## config.mk

```make
export PLATFORM = sky130hd
export DESIGN_NAME = pipe_stage_skid
export DESIGN_NICKNAME = d
export VERILOG_FILES = /design/src/rtl/pipe_pkg.sv /design/src/rtl/pipe_skid_mem.sv /design/src/rtl/pipe_stage_skid.sv
export SDC_FILE = /design/constraint.sdc
export NUM_CORES = 1
export LEC_CHECK = 0
export ABC_AREA = 0
export CAP_MARGIN = 20
export CELL_PAD_IN_SITES_DETAIL_PLACEMENT = 0
export CELL_PAD_IN_SITES_GLOBAL_PLACEMENT = 1
export CORE_ASPECT_RATIO = 1.4
export CORE_MARGIN = 2
export CORE_UTILIZATION = 39
export CTS_BUF_LIST = sky130_fd_sc_hd__clkbuf_8
export CTS_CLUSTER_SIZE = 28
export DETAILED_ROUTE_END_ITERATION = 6
export PLACE_DENSITY_LB_ADDON = 0.25
export SETUP_SLACK_MARGIN = 0.15
export SLEW_MARGIN = 25
export SYNTH_ARGS = -nofsm -noshare
export SYNTH_HDL_FRONTEND = slang
export SYNTH_SLANG_ARGS = --single-unit
```

## constraint.sdc

```tcl
create_clock -name clk -period 10 [get_ports clk]
set_input_delay 3 -clock clk [delete_from_list [all_inputs] [get_ports clk]]
set_output_delay 3 -clock clk [all_outputs]
set_load 0.01 [all_outputs]
```

## src/rtl/pipe_pkg.sv

```systemverilog
// Shared pipeline package: per-stage payload structs and pipeline-wide constants.
// Stage registers carry these structs as opaque packed vectors (DATA_BITS=$bits(<stage>_t));
// the halt flag travels beside the payload, not inside it.
package pipe_pkg;

  localparam int PIPE_SKID_DEPTH = 2;
  localparam int PIPE_CNT_BITS   = 32;

  typedef struct packed {
    logic [31:0] pc;
    logic [31:0] instr;
  } if_id_t;

  typedef struct packed {
    logic        atomic;
    logic        sel_mem;
    logic        check_link;
    logic        mem_rw_;
    logic        rw_;
    logic [4:0]  waddr;
    logic        load_link_;
    logic [31:0] r1_data;
    logic [31:0] r2_data;
    logic        alu_imm;
    logic [31:0] sign_ext_imm;
    logic [4:0]  shamt;
    logic [3:0]  alu_op;
    logic [3:0]  byte_en;
  } id_ex_t;

  typedef struct packed {
    logic        sel_mem;
    logic        mem_rw_;
    logic        rw_;
    logic [4:0]  waddr;
    logic [31:0] alu_out;
    logic [31:0] store_data;
    logic [3:0]  byte_en;
  } ex_mem_t;

  typedef struct packed {
    logic        rw_;
    logic [4:0]  waddr;
    logic [31:0] wdata;
  } mem_wb_t;

endpackage

```

## src/rtl/pipe_skid_mem.sv

```systemverilog
// Entry storage for the skid stage: DEPTH entries of {halt, payload}.
// Control (count, pointers, flush, halt tracking) lives in the parent.
module pipe_skid_mem #(
  parameter int DATA_BITS = 128,
  parameter int DEPTH     = 2
) (
  input  logic                 clk,
  input  logic                 rst,
  input  logic                 wr_en,
  input  logic                 wr_ptr,
  input  logic [DATA_BITS-1:0] wr_data,
  input  logic                 wr_halt,
  input  logic                 rd_ptr,
  output logic [DATA_BITS-1:0] rd_data,
  output logic                 rd_halt
);

  logic [DATA_BITS:0] mem [DEPTH];

  // Write one entry at the tail pointer; reset clears every entry so out_data reads 0.
  always_ff @(posedge clk or posedge rst) begin
    if (rst) begin
      for (int i = 0; i < DEPTH; i++) begin
        mem[i] <= '0;
      end
    end else if (wr_en) begin
      mem[wr_ptr] <= {wr_halt, wr_data};
    end
  end

  assign {rd_halt, rd_data} = mem[rd_ptr];

endmodule

```

## src/rtl/pipe_stage_skid.sv

```systemverilog
// Generic pipeline stage register with valid/ready handshake, 1- or 2-entry skid
// buffer, synchronous flush and sticky halt capture.
// Optional macro PIPE_STAGE_STALL_CNT_EN adds a saturating stall_cycles counter.
module pipe_stage_skid
  import pipe_pkg::*;
#(
  parameter int DATA_BITS = 128,
  parameter int DEPTH     = PIPE_SKID_DEPTH
) (
  input  logic                     clk,
  input  logic                     rst,
  input  logic                     in_valid,
  output logic                     in_ready,
  input  logic [DATA_BITS-1:0]     in_data,
  input  logic                     in_halt,
  input  logic                     flush,
  output logic                     out_valid,
  input  logic                     out_ready,
  output logic [DATA_BITS-1:0]     out_data,
  output logic                     out_halt,
  output logic [1:0]               occupancy
`ifdef PIPE_STAGE_STALL_CNT_EN
  ,
  output logic [PIPE_CNT_BITS-1:0] stall_cycles
`endif
);

  localparam logic [1:0] FULL_CNT = 2'(DEPTH);

  logic [1:0] count;
  logic       head;
  logic       tail;
  logic       halt_seen;
  logic       accept;
  logic       issue;

  // Pointers wrap naturally as 1-bit values; a single-entry stage keeps them at 0.
  function automatic logic ptr_next(input logic p);
    return (DEPTH == 2) ? ~p : 1'b0;
  endfunction

  // Handshake is derived from registers only, so out_ready never reaches in_ready.
  assign in_ready  = (count != FULL_CNT) & ~halt_seen;
  assign out_valid = (count != 2'd0);
  assign accept    = in_valid & in_ready;
  assign issue     = out_valid & out_ready;
  assign occupancy = count;

  // Occupancy, pointers and sticky halt; flush overrides accept/issue and drops the incoming payload.
  always_ff @(posedge clk or posedge rst) begin
    if (rst) begin
      count     <= 2'd0;
      head      <= 1'b0;
      tail      <= 1'b0;
      halt_seen <= 1'b0;
    end else if (flush) begin
      count     <= 2'd0;
      head      <= 1'b0;
      tail      <= 1'b0;
      halt_seen <= 1'b0;
    end else begin
      if (accept) tail <= ptr_next(tail);
      if (issue)  head <= ptr_next(head);
      case ({accept, issue})
        2'b10:   count <= count + 2'd1;
        2'b01:   count <= count - 2'd1;
        default: count <= count;
      endcase
      if (accept && in_halt) halt_seen <= 1'b1;
    end
  end

  pipe_skid_mem #(
    .DATA_BITS (DATA_BITS),
    .DEPTH     (DEPTH)
  ) u_mem (
    .clk     (clk),
    .rst     (rst),
    .wr_en   (accept & ~flush),
    .wr_ptr  (tail),
    .wr_data (in_data),
    .wr_halt (in_halt),
    .rd_ptr  (head),
    .rd_data (out_data),
    .rd_halt (out_halt)
  );

`ifdef PIPE_STAGE_STALL_CNT_EN
  function automatic logic [PIPE_CNT_BITS-1:0] sat_inc(input logic [PIPE_CNT_BITS-1:0] v);
    return (v == '1) ? v : v + 1'b1;
  endfunction

  // Count cycles where upstream offers a payload but is blocked; flush cycles are not stalls.
  always_ff @(posedge clk or posedge rst) begin
    if (rst) begin
      stall_cycles <= '0;
    end else if (in_valid && !in_ready && !flush) begin
      stall_cycles <= sat_inc(stall_cycles);
    end
  end
`endif

endmodule
```

==> metrics.yaml, run 1 <==
status: "finished clean"
wl_um: 26940
cts-root-buf: "clkbuf_8"
final_util: 0.5227
ios: 267
rows: 75
viasPerCell: 4.929
worstPathMaxFanout: 70
layout-drive-gt1-share: 0.4503
fillers: 2569
synth-async-reset-ratio: 1.000
avgSynthCellArea_um2: 16.41
grt_start_max_net_pins: 149
max_freq_ghz: 0.1532
power.internal_mw: 2.597
hold_class: "flip-flop to flip-flop"
drt_iter0_markers: 169
routed-via-count: 6955
die_h_um: 209.4
synth_edf_count: 0
nets: 1128
start_kind: "flip-flop"
drtPass1Iterations: 4
dp_hpwl_um: 16670
cts_sinks: 263
met2_usage: 0.2724
grt_use_met1: 0.2148
drt-wirelength-per-cell_um: 19.09
syn-num-nets: 850
tightestPinTransition_ns: 1.036
grt_pass1_vias: 7617
p_sw_mw: 0.9424
synth-seq-area-share: 0.5600
cts_setup_buffers: 0
finalClockSkew_ns: 0.02114
h-tree-depth: 2
ys.flop_type: "dfrtp_1"
io_buffer_count: 266
multiInputGateArea_um2: 4898
critPathRequiredTime_ns: 7.00
syn_area_um2: 11750
p_comb_frac: 0.300
ant_nets: 0
cts_buffers: 44
initial_core_util: 0.3938
drv_cap: 0
ctsHoldBuffers: 0
clk_pin_slew_ns: 0.06
yosys_register_bits: 263
yosysWarningCount: 0
power.density_nw_per_um2: 226.9
critical_path_arrival_ns: 3.53
cts_tree: "built"
yosysUniqueCellTypes: 24
drc: 0
p_leak_nw: 6.837
regArea_um2: 6585
clk_latency_ns: 0.57
die_w_um: 150.7
p_seq_frac: 0.435
grt_usage: 0.1701
endpoint_kind: "output pin"
p_sw_frac: 0.2662
max_slew_margin: 0.3095
postCtsResizedCells: 0
gr-total-overflow: 0
core_area_um2: 29840
slew_violations: 0
antenna_found_initial: 0
clkPwrFrac: 0.265
antenna-diode-count: 0
rsz0062_at_grt: "no"
fin_crit_sh: 0.6527
grt_util_met3: 0.05543
finalSetupTns_ns: 0
ir_worst_vdd_mv: 0.1281
globalplace.congestion: 0.7036
dieArea_um2: 31560
syn_inst: 716
syn_to_final_growth_pct: 32.73
setup_viol: 0
hold_viol: 0
critical_path_class: "flip-flop to output pin"
grt_pass1_wl_um: 42300
period_needed_ns: 6.527
ctsLongestPathBuffers: 3
top_usage_layer: "met2"
## logic make-up (layout without fill, tap and decap cells)
kind of cell / after synthesis / in the layout / synth area share
AO/OA/AOI/OAI: 9 / 9 / 0.004685
XOR/XNOR: 1 / 1 / 0.0007454
buffers and inverters: 44 / 354 / 0.02395
flip-flops: 263 / 263 / 0.5600
multiplexers: 388 / 388 / 0.4036
AND/OR/NAND/NOR: 11 / 11 / 0.007027
## power groups by stage
stage | sequential, mW | clock [mW] | combinational, mW
2_1_floorplan | 1.49 | 0 | 0.654
3_3_place_gp | 1.55 | 0 | 1.06
3_5_place_dp | 1.55 | 0 | 1.07
4_1_cts | 1.54 | 0.981 | 1.08
5_1_grt | 1.58 | 1.03 | 1.14
6_report | 1.54 | 0.938 | 1.06
## layer usage
layer | routed length (um) | part of all wire | vias to the layer above
li1 | - | - | 3141
met1 | 11380 | 0.42 | 3550
met2 | 12770 | 0.47 | 208
met3 | 1952 | 0.072 | 56
met4 | 832 | 0.031 | 0
met5 | 0 | 0 | -
## synthesized netlist by cell type, types with 2 or more instances
cell type | count | area, um2
inv_1 | 2 | 7.510
clkbuf_1 | 11 | 41.29
o21ai_0 | 2 | 10.01
mux2_2 | 287 | 3232
nor2_1 | 2 | 7.510
mux2_4 | 100 | 1501
a21oi_1 | 4 | 20.02
nor2b_1 | 2 | 12.51
buf_2 | 15 | 75.07
buf_1 | 3 | 11.26
dfrtp_1 | 263 | 6581
buf_6 | 13 | 146.4
## state kept, by name, summed over array words and instances (netlist names)
signal / count
halt_seen: 1
head: 1
tail: 1
u_mem.mem: 258
occupancy: 2
## layout make-up
cell class                 count  area share
clock buffer                  57     0.05029
clock inverter                21    0.005775
inverter                       2   0.0007219
multi-input combinational    409      0.3140
sequential                   263      0.4222
tap                          385     0.03088
timing repair buffer         274      0.1761
## worst paths after layout
check                                from              to  slack [ns]  depth (start not counted)
setup / recovery                     head   out_data[109]        3.47                          3
hold / removal             u_mem.mem[128]  u_mem.mem[128]        0.50                          1
hold reg to reg            u_mem.mem[128]  u_mem.mem[128]        0.50                          1
min in group asynchronous             rst  u_mem.mem[143]        2.76                          2
setup reg to reg             occupancy[1]  u_mem.mem[107]        7.10                          5
max in group asynchronous             rst  u_mem.mem[180]        6.02                          3
## worst max-delay path, cell delays in order, from the launching register on
cell	delay, ns
dfrtp_4	1.10
buf_4	0.76
mux2_2	0.42
clkdlybuf4s50_1	0.51
## through the flow
stage                     setup slack, ns  total power [mW]  hold WS [ns]  area (um2)  instances
final                               3.473             3.540        0.5006       15600       1411
after global routing                3.290             3.745        0.5090       15600       1411
after floorplan                     3.530             2.143        0.4750       11760        716
after detailed placement            4.044             2.626        0.4897       14720       1333
after CTS                           3.418             3.601        0.5035       15600       1411
after global placement              4.034             2.611        0.4831       14720       1333
## layout by cell type, fill, tap and decap left out
cell type	count
nor2_1	2
or2_2	1
nor4bb_1	1
a21oi_1	4
mux2i_1	1
nor2b_1	2
o21bai_1	1
inv_1	17
clkinvlp_4	3
clkdlybuf4s50_1	266
nor4b_4	1
o2bb2a_1	1
o211ai_1	1
buf_4	6
or4_4	1
or3_1	1
buf_12	2
clkinv_2	3
o21ai_0	2
dfrtp_1	262
mux2_2	287
xor2_1	1
mux2_4	100
clkbuf_8	57
dfrtp_4	1
nand2b_1	1
nand3b_1	1
(Power assumes the default switching activity.)
==> run 2: changes to the inputs <==
==> constraint.sdc (replaced) <==
create_clock -name clk -period 5.4 [get_ports clk]
set_input_delay 1.62 -clock clk [delete_from_list [all_inputs] [get_ports clk]]
set_output_delay 1.62 -clock clk [all_outputs]
set_load 0.01 [all_outputs]
==> metrics.yaml, run 2 (synthesis results as in run 1) <==
grt_pass1_vias: 7614  # was 7,617
max_slew_margin: 0.3113  # was 0.3095
worstPathMaxFanout: 30  # was 70
slowest_stage: "dfrtp_4"  # unchanged
nets: 1131  # was 1,128
rows: 75  # unchanged
slowest_delay_ns: 0.73  # was 1.10 ns
finalClockSkew_ns: 0.02133  # was 0.02114 ns
drt-wirelength-per-cell_um: 18.83  # was 19.09 um
crit_chain: "buf_4 > mux2_2 > clkdlybuf4s50_1"  # unchanged
cp.depth: 3  # unchanged
routed-via-count: 6946  # was 6,955
ctsLongestPathBuffers: 3  # unchanged
gr-total-overflow: 0  # unchanged
setup_viol: 0  # unchanged
r2r_setup_slack_ns: 2.63  # was 7.10 ns
whs_endpoint: "u_mem.mem[98]"  # was u_mem.mem[128]
drt_iter0_markers: 138  # was 169
top_register: "u_mem.mem"  # unchanged
hold_class: "flip-flop to flip-flop"  # unchanged
r2r_cells: 4  # was 5
postCtsResizedCells: 0  # unchanged
min_from: "u_mem.mem[98]"  # was u_mem.mem[128]
cts_buffers: 43  # was 44
start_kind: "flip-flop"  # unchanged
crit_buf_inv: 2  # unchanged
period_needed_ns: 4.315
critical_path_class: "flip-flop to output pin"  # unchanged
tightestPinTransition_ns: 1.033  # was 1.036 ns
power.density_nw_per_um2: 422.3  # was 226.9 nW/um2
ir_worst_vdd_mv: 0.2456  # was 0.1281 mV
syn_to_final_growth_pct: 33.46  # was 32.73%
fin_crit_sh: 0.7992
crit_path_start: "head"  # unchanged
ctsHoldBuffers: 0  # unchanged
final_common_cell: "mux2_2"  # unchanged
dp_hpwl_um: 17020  # was 16,670 um
core_area_um2: 29840  # unchanged
crit_family: "buffers and inverters"  # unchanged
ios: 267  # unchanged
max_freq_ghz: 0.2317
antenna_found_initial: 2  # was 0
slew_violations: 0  # unchanged
grt_start_max_net_pins: 122  # was 149
critPathRequiredTime_ns: 3.78  # was 7.00 ns
layout_common_cells: "mux2_2 (287), clkdlybuf4s50_1 (266), dfrtp_1 (262)"  # unchanged
critical_path_arrival_ns: 2.70  # was 3.53 ns
cts_tree: "built"  # unchanged
cts-root-buf: "clkbuf_8"  # unchanged
globalplace.congestion: 0.7398  # was 0.7036
reg2reg_from: "occupancy[1]"  # unchanged
h-tree-depth: 2  # unchanged
cts_sinks: 263  # unchanged
rsz0062_at_grt: "no"  # unchanged
hold_viol: 0  # unchanged
wl_um: 26620  # was 26,940 um
viasPerCell: 4.912  # was 4.929
ant_nets: 0  # unchanged
drv_cap: 0  # unchanged
status: "finished clean"  # unchanged
pre_cts_ws_ns: 1.228  # was 4.044 ns
rr_endpoint: "u_mem.mem[155]"  # was u_mem.mem[107]
layout-drive-gt1-share: 0.4562  # was 0.4503
clk_latency_ns: 0.56  # was 0.57 ns
grt_pass1_wl_um: 42150  # was 42,300 um
worstHoldPathCells: 1  # unchanged
die_w_um: 150.7  # unchanged
finalSetupTns_ns: 0  # unchanged
grt_usage: 0.1695  # was 0.1701
p_leak_nw: 6.868  # was 6.837 nW
initial_core_util: 0.3938  # unchanged
cts_setup_buffers: 0  # unchanged
clk_pin_slew_ns: 0.07  # was 0.06 ns
endpoint_kind: "output pin"  # unchanged
drc: 0  # unchanged
largest_register_ffs: 258  # unchanged
setup_slack_ns: 1.085  # was 3.473 ns
die_h_um: 209.4  # unchanged
io_buffer_count: 266  # unchanged
drtPass1Iterations: 4  # unchanged
dieArea_um2: 31560  # unchanged
## run 2: cell type report
type	instances	area (um2)
diodes	1	2.502
clock buffers	51	701.9
clock inverters	25	188.9
fillers	2577	14160
inverters	2	11.26
multi-input cells	409	4898
flip-flops and latches	263	6585
well taps	385	481.7
repair buffers	278	2815
## run 2: worst register-to-register path, cell delays in order (launching register included)
cell     delay, ns
dfrtp_1       0.42
nor2b_1       0.50
or4_4         0.90
buf_4         0.49
mux2_4        0.34
## run 2: how the worst max path moves through the flow
stage	to
floorplan	halt_seen
global placement	u_mem.mem[162]
detailed placement	u_mem.mem[157]
CTS	out_data[118]
global route	out_data[110]
finish	out_data[112]
## run 2: metal layers
layer / GRT usage / share of wire / vias to the layer above / wire [um]
li1: - / - / 3137 / -
met1: 0.2083 / 0.41 / 3565 / 10920
met2: 0.2776 / 0.49 / 194 / 12930
met3: 0.06022 / 0.081 / 48 / 2149
met4: 0.05543 / 0.023 / 2 / 604
met5: 0 / 0.00045 / - / 12
## run 2: through the flow
step / hold WS, ns / std cells / util / power, mW / cell area [um2]
final: 0.4997 / 1414 / 0.5256 / 6.624 / 15690
after global routing: 0.5124 / 1414 / 0.5256 / 7.007 / 15690
after global placement: 0.4830 / 1337 / 0.4957 / 4.827 / 14790
after detailed placement: 0.4900 / 1337 / 0.4957 / 4.867 / 14790
after CTS: 0.5040 / 1413 / 0.5255 / 6.741 / 15680
after floorplan: 0.4750 / 716 / - / 3.968 / 11760
## run 2: power by group
part | leakage [nW] | switching, mW | internal [mW]
clock network | 0.507 | 0.809 | 1.00
registers | 3.15 | 0.280 | 2.54
logic | 3.21 | 0.658 | 1.33
total | 6.87 | 1.75 | 4.88
==> run 3: changes to the inputs <==
--- a/config.mk
+++ b/config.mk
@@ -11,7 +11,7 @@
 export CELL_PAD_IN_SITES_GLOBAL_PLACEMENT = 1
 export CORE_ASPECT_RATIO = 1.4
 export CORE_MARGIN = 2
-export CORE_UTILIZATION = 39
+export CORE_UTILIZATION = 43
 export CTS_BUF_LIST = sky130_fd_sc_hd__clkbuf_8
 export CTS_CLUSTER_SIZE = 28
 export DETAILED_ROUTE_END_ITERATION = 6
==> constraint.sdc (replaced) <==
create_clock -name clk -period 4.5 [get_ports clk]
set_input_delay 1.35 -clock clk [delete_from_list [all_inputs] [get_ports clk]]
set_output_delay 1.35 -clock clk [all_outputs]
set_load 0.01 [all_outputs]
==> metrics.yaml, run 3 (synthesis results as in run 1) <==
status: "finished clean"  # unchanged
tightestPinTransition_ns: 0.7434  # was 1.033 ns
power_mw: 7.857  # was 6.624 mW
wl_met2_um: 12050  # was 12,930 um
ir_worst_vdd_mv: 0.3196  # was 0.2456 mV
setup_slack_ns: 0.6338  # was 1.085 ns
power.density_nw_per_um2: 499.9  # was 422.3 nW/um2
grt_pass1_vias: 7571  # was 7,614
final_util: 0.5839  # was 0.5256
r2r_setup_slack_ns: 2.10  # was 2.63 ns
drt-wirelength-per-cell_um: 18.42  # was 18.83 um
largest_register_ffs: 258  # unchanged
clk_pin_slew_ns: 0.06  # was 0.07 ns
regArea_um2: 6585  # unchanged
critical_path_class: "flip-flop to output pin"  # unchanged
ios: 267  # unchanged
drtPass1Iterations: 4  # unchanged
drv_cap: 0  # unchanged
globalplace.congestion: 0.7598  # was 0.7398
grt_usage: 0.1781  # was 0.1695
cts_tree: "built"  # unchanged
drc: 0  # unchanged
final_area_um2: 15720  # was 15,690 um2
reg2reg_from: "occupancy[1]"  # unchanged
finalClockSkew_ns: 0.01782  # was 0.02133 ns
max_slew_margin: 0.5033  # was 0.3113
p_leak_nw: 6.899  # was 6.868 nW
critical_path_arrival_ns: 2.52  # was 2.70 ns
topRoutingLayerUsed: "met4"  # was met5
setup_viol: 0  # unchanged
ctsHoldBuffers: 0  # unchanged
critPathRequiredTime_ns: 3.15  # was 3.78 ns
rr_endpoint: "u_mem.mem[206]"  # was u_mem.mem[155]
worstPathMaxFanout: 47  # was 30
cts_buffers: 42  # was 43
max_freq_ghz: 0.2587
ctsLongestPathBuffers: 3  # unchanged
h-tree-depth: 2  # unchanged
cts_setup_buffers: 0  # unchanged
routed-via-count: 6991  # was 6,946
dieArea_um2: 28690  # was 31,560 um2
antenna_found_initial: 1  # was 2
r2r_cells: 4  # unchanged
grt_start_max_net_pins: 63  # was 122
final_common_cell: "mux2_2"  # unchanged
dp_hpwl_um: 16530  # was 17,020 um
fillers: 2190  # was 2,577
syn_to_final_growth_pct: 33.74  # was 33.46%
whs_endpoint: "u_mem.mem[97]"  # was u_mem.mem[98]
cts-root-buf: "clkbuf_8"  # unchanged
fin_crit_sh: 0.8591
wl_met3_um: 2011  # was 2149 um
grt_pass1_wl_um: 40280  # was 42,150 um
io_buffer_count: 266  # unchanged
viasPerCell: 5.008  # was 4.912
drt_iter0_markers: 176  # was 138
top_register: "u_mem.mem"  # unchanged
holdWs_ns: 0.4980  # was 0.4997 ns
wl_um: 25710  # was 26,620 um
layout_common_cells: "mux2_2 (287), clkdlybuf4s50_1 (266), dfrtp_1 (262)"  # unchanged
nets: 1132  # was 1,131
min_from: "u_mem.mem[97]"  # was u_mem.mem[98]
gr-total-overflow: 0  # unchanged
clk_latency_ns: 0.56  # about the same
worstHoldPathCells: 1  # unchanged
hold_class: "flip-flop to flip-flop"  # unchanged
postCtsResizedCells: 0  # unchanged
pre_cts_ws_ns: 0.9587  # was 1.228 ns
hold_viol: 0  # unchanged
place_area_um2: 14840  # was 14,790 um2
ant_nets: 0  # unchanged
rows: 71  # was 75
rsz0062_at_grt: "no"  # unchanged
die_w_um: 143.7  # was 150.7 um
slew_violations: 0  # unchanged
initial_core_util: 0.4366  # was 0.3938
cts_sinks: 263  # unchanged
start_kind: "flip-flop"  # unchanged
endpoint_kind: "output pin"  # unchanged
met1_length_um: 10950  # was 10,920 um
core_area_um2: 26920  # was 29,840 um2
period_needed_ns: 3.866
die_h_um: 199.6  # was 209.4 um
multiInputGateArea_um2: 4898  # unchanged
layout-drive-gt1-share: 0.4544  # was 0.4562
## run 3: cell types whose count changed in the layout (fill, tap and decap cells not counted)
cell,change
buf_12,+5
buf_4,-3
bufinv_16,-3
clkbuf_8,+7
clkinv_2,-6
clkinvlp_4,-1
inv_1,+3
## run 3: cell type report
| class | count | share of cell area |
|---|---|---|
| Sequential cell | 263 | 0.4190 |
| Multi-Input combinational cell | 409 | 0.3117 |
| Timing Repair Buffer | 280 | 0.1840 |
| Clock buffer | 58 | 0.05079 |
| Tap cell | 365 | 0.02906 |
| Clock inverter | 18 | 0.004617 |
| Inverter | 2 | 0.0007164 |
| Antenna cell | 1 | 0.0001592 |
## run 3: worst max-delay path by stage
stage | from | endpoint | slack (ns) | cells after the start
6_report | head | out_data[126] | 0.63 | 3
5_1_grt | head | out_data[9] | 0.53 | 3
4_1_cts | head | out_data[126] | 0.55 | 3
3_5_place_dp | in_valid | u_mem.mem[197] | 0.96 | 5
3_3_place_gp | flush | u_mem.mem[187] | 1.00 | 4
2_1_floorplan | rst | halt_seen | -0.32 | 1
## run 3: metrics by stage
| stage | TNS, ns | cells |
|---|---|---|
| after CTS | 0 | 1395 |
| final | 0 | 1396 |
| after detailed placement | 0 | 1319 |
| after global placement | 0 | 1319 |
| after global routing | 0 | 1396 |
| after floorplan | -84.04 | 716 |
## run 3: layer usage
metal / up-vias / GRT usage
met5: - / 0
li1: 3141 / -
met1: 3587 / 0.2245
met2: 214 / 0.2862
met4: 0 / 0.06354
met3: 49 / 0.05919
## run 3: power breakdown
| part | switching [mW] | internal (mW) | total, mW |
|---|---|---|---|
| Combinational | 0.783 | 1.60 | 2.39 |
| Sequential | 0.337 | 3.05 | 3.39 |
| Clock | 0.941 | 1.14 | 2.08 |
## run 3: worst max-delay path: stages (launching register included)
cell and delay [ns]:
dfrtp_4 0.69, buf_12 0.34, mux2_2 0.38, clkdlybuf4s50_1 0.54
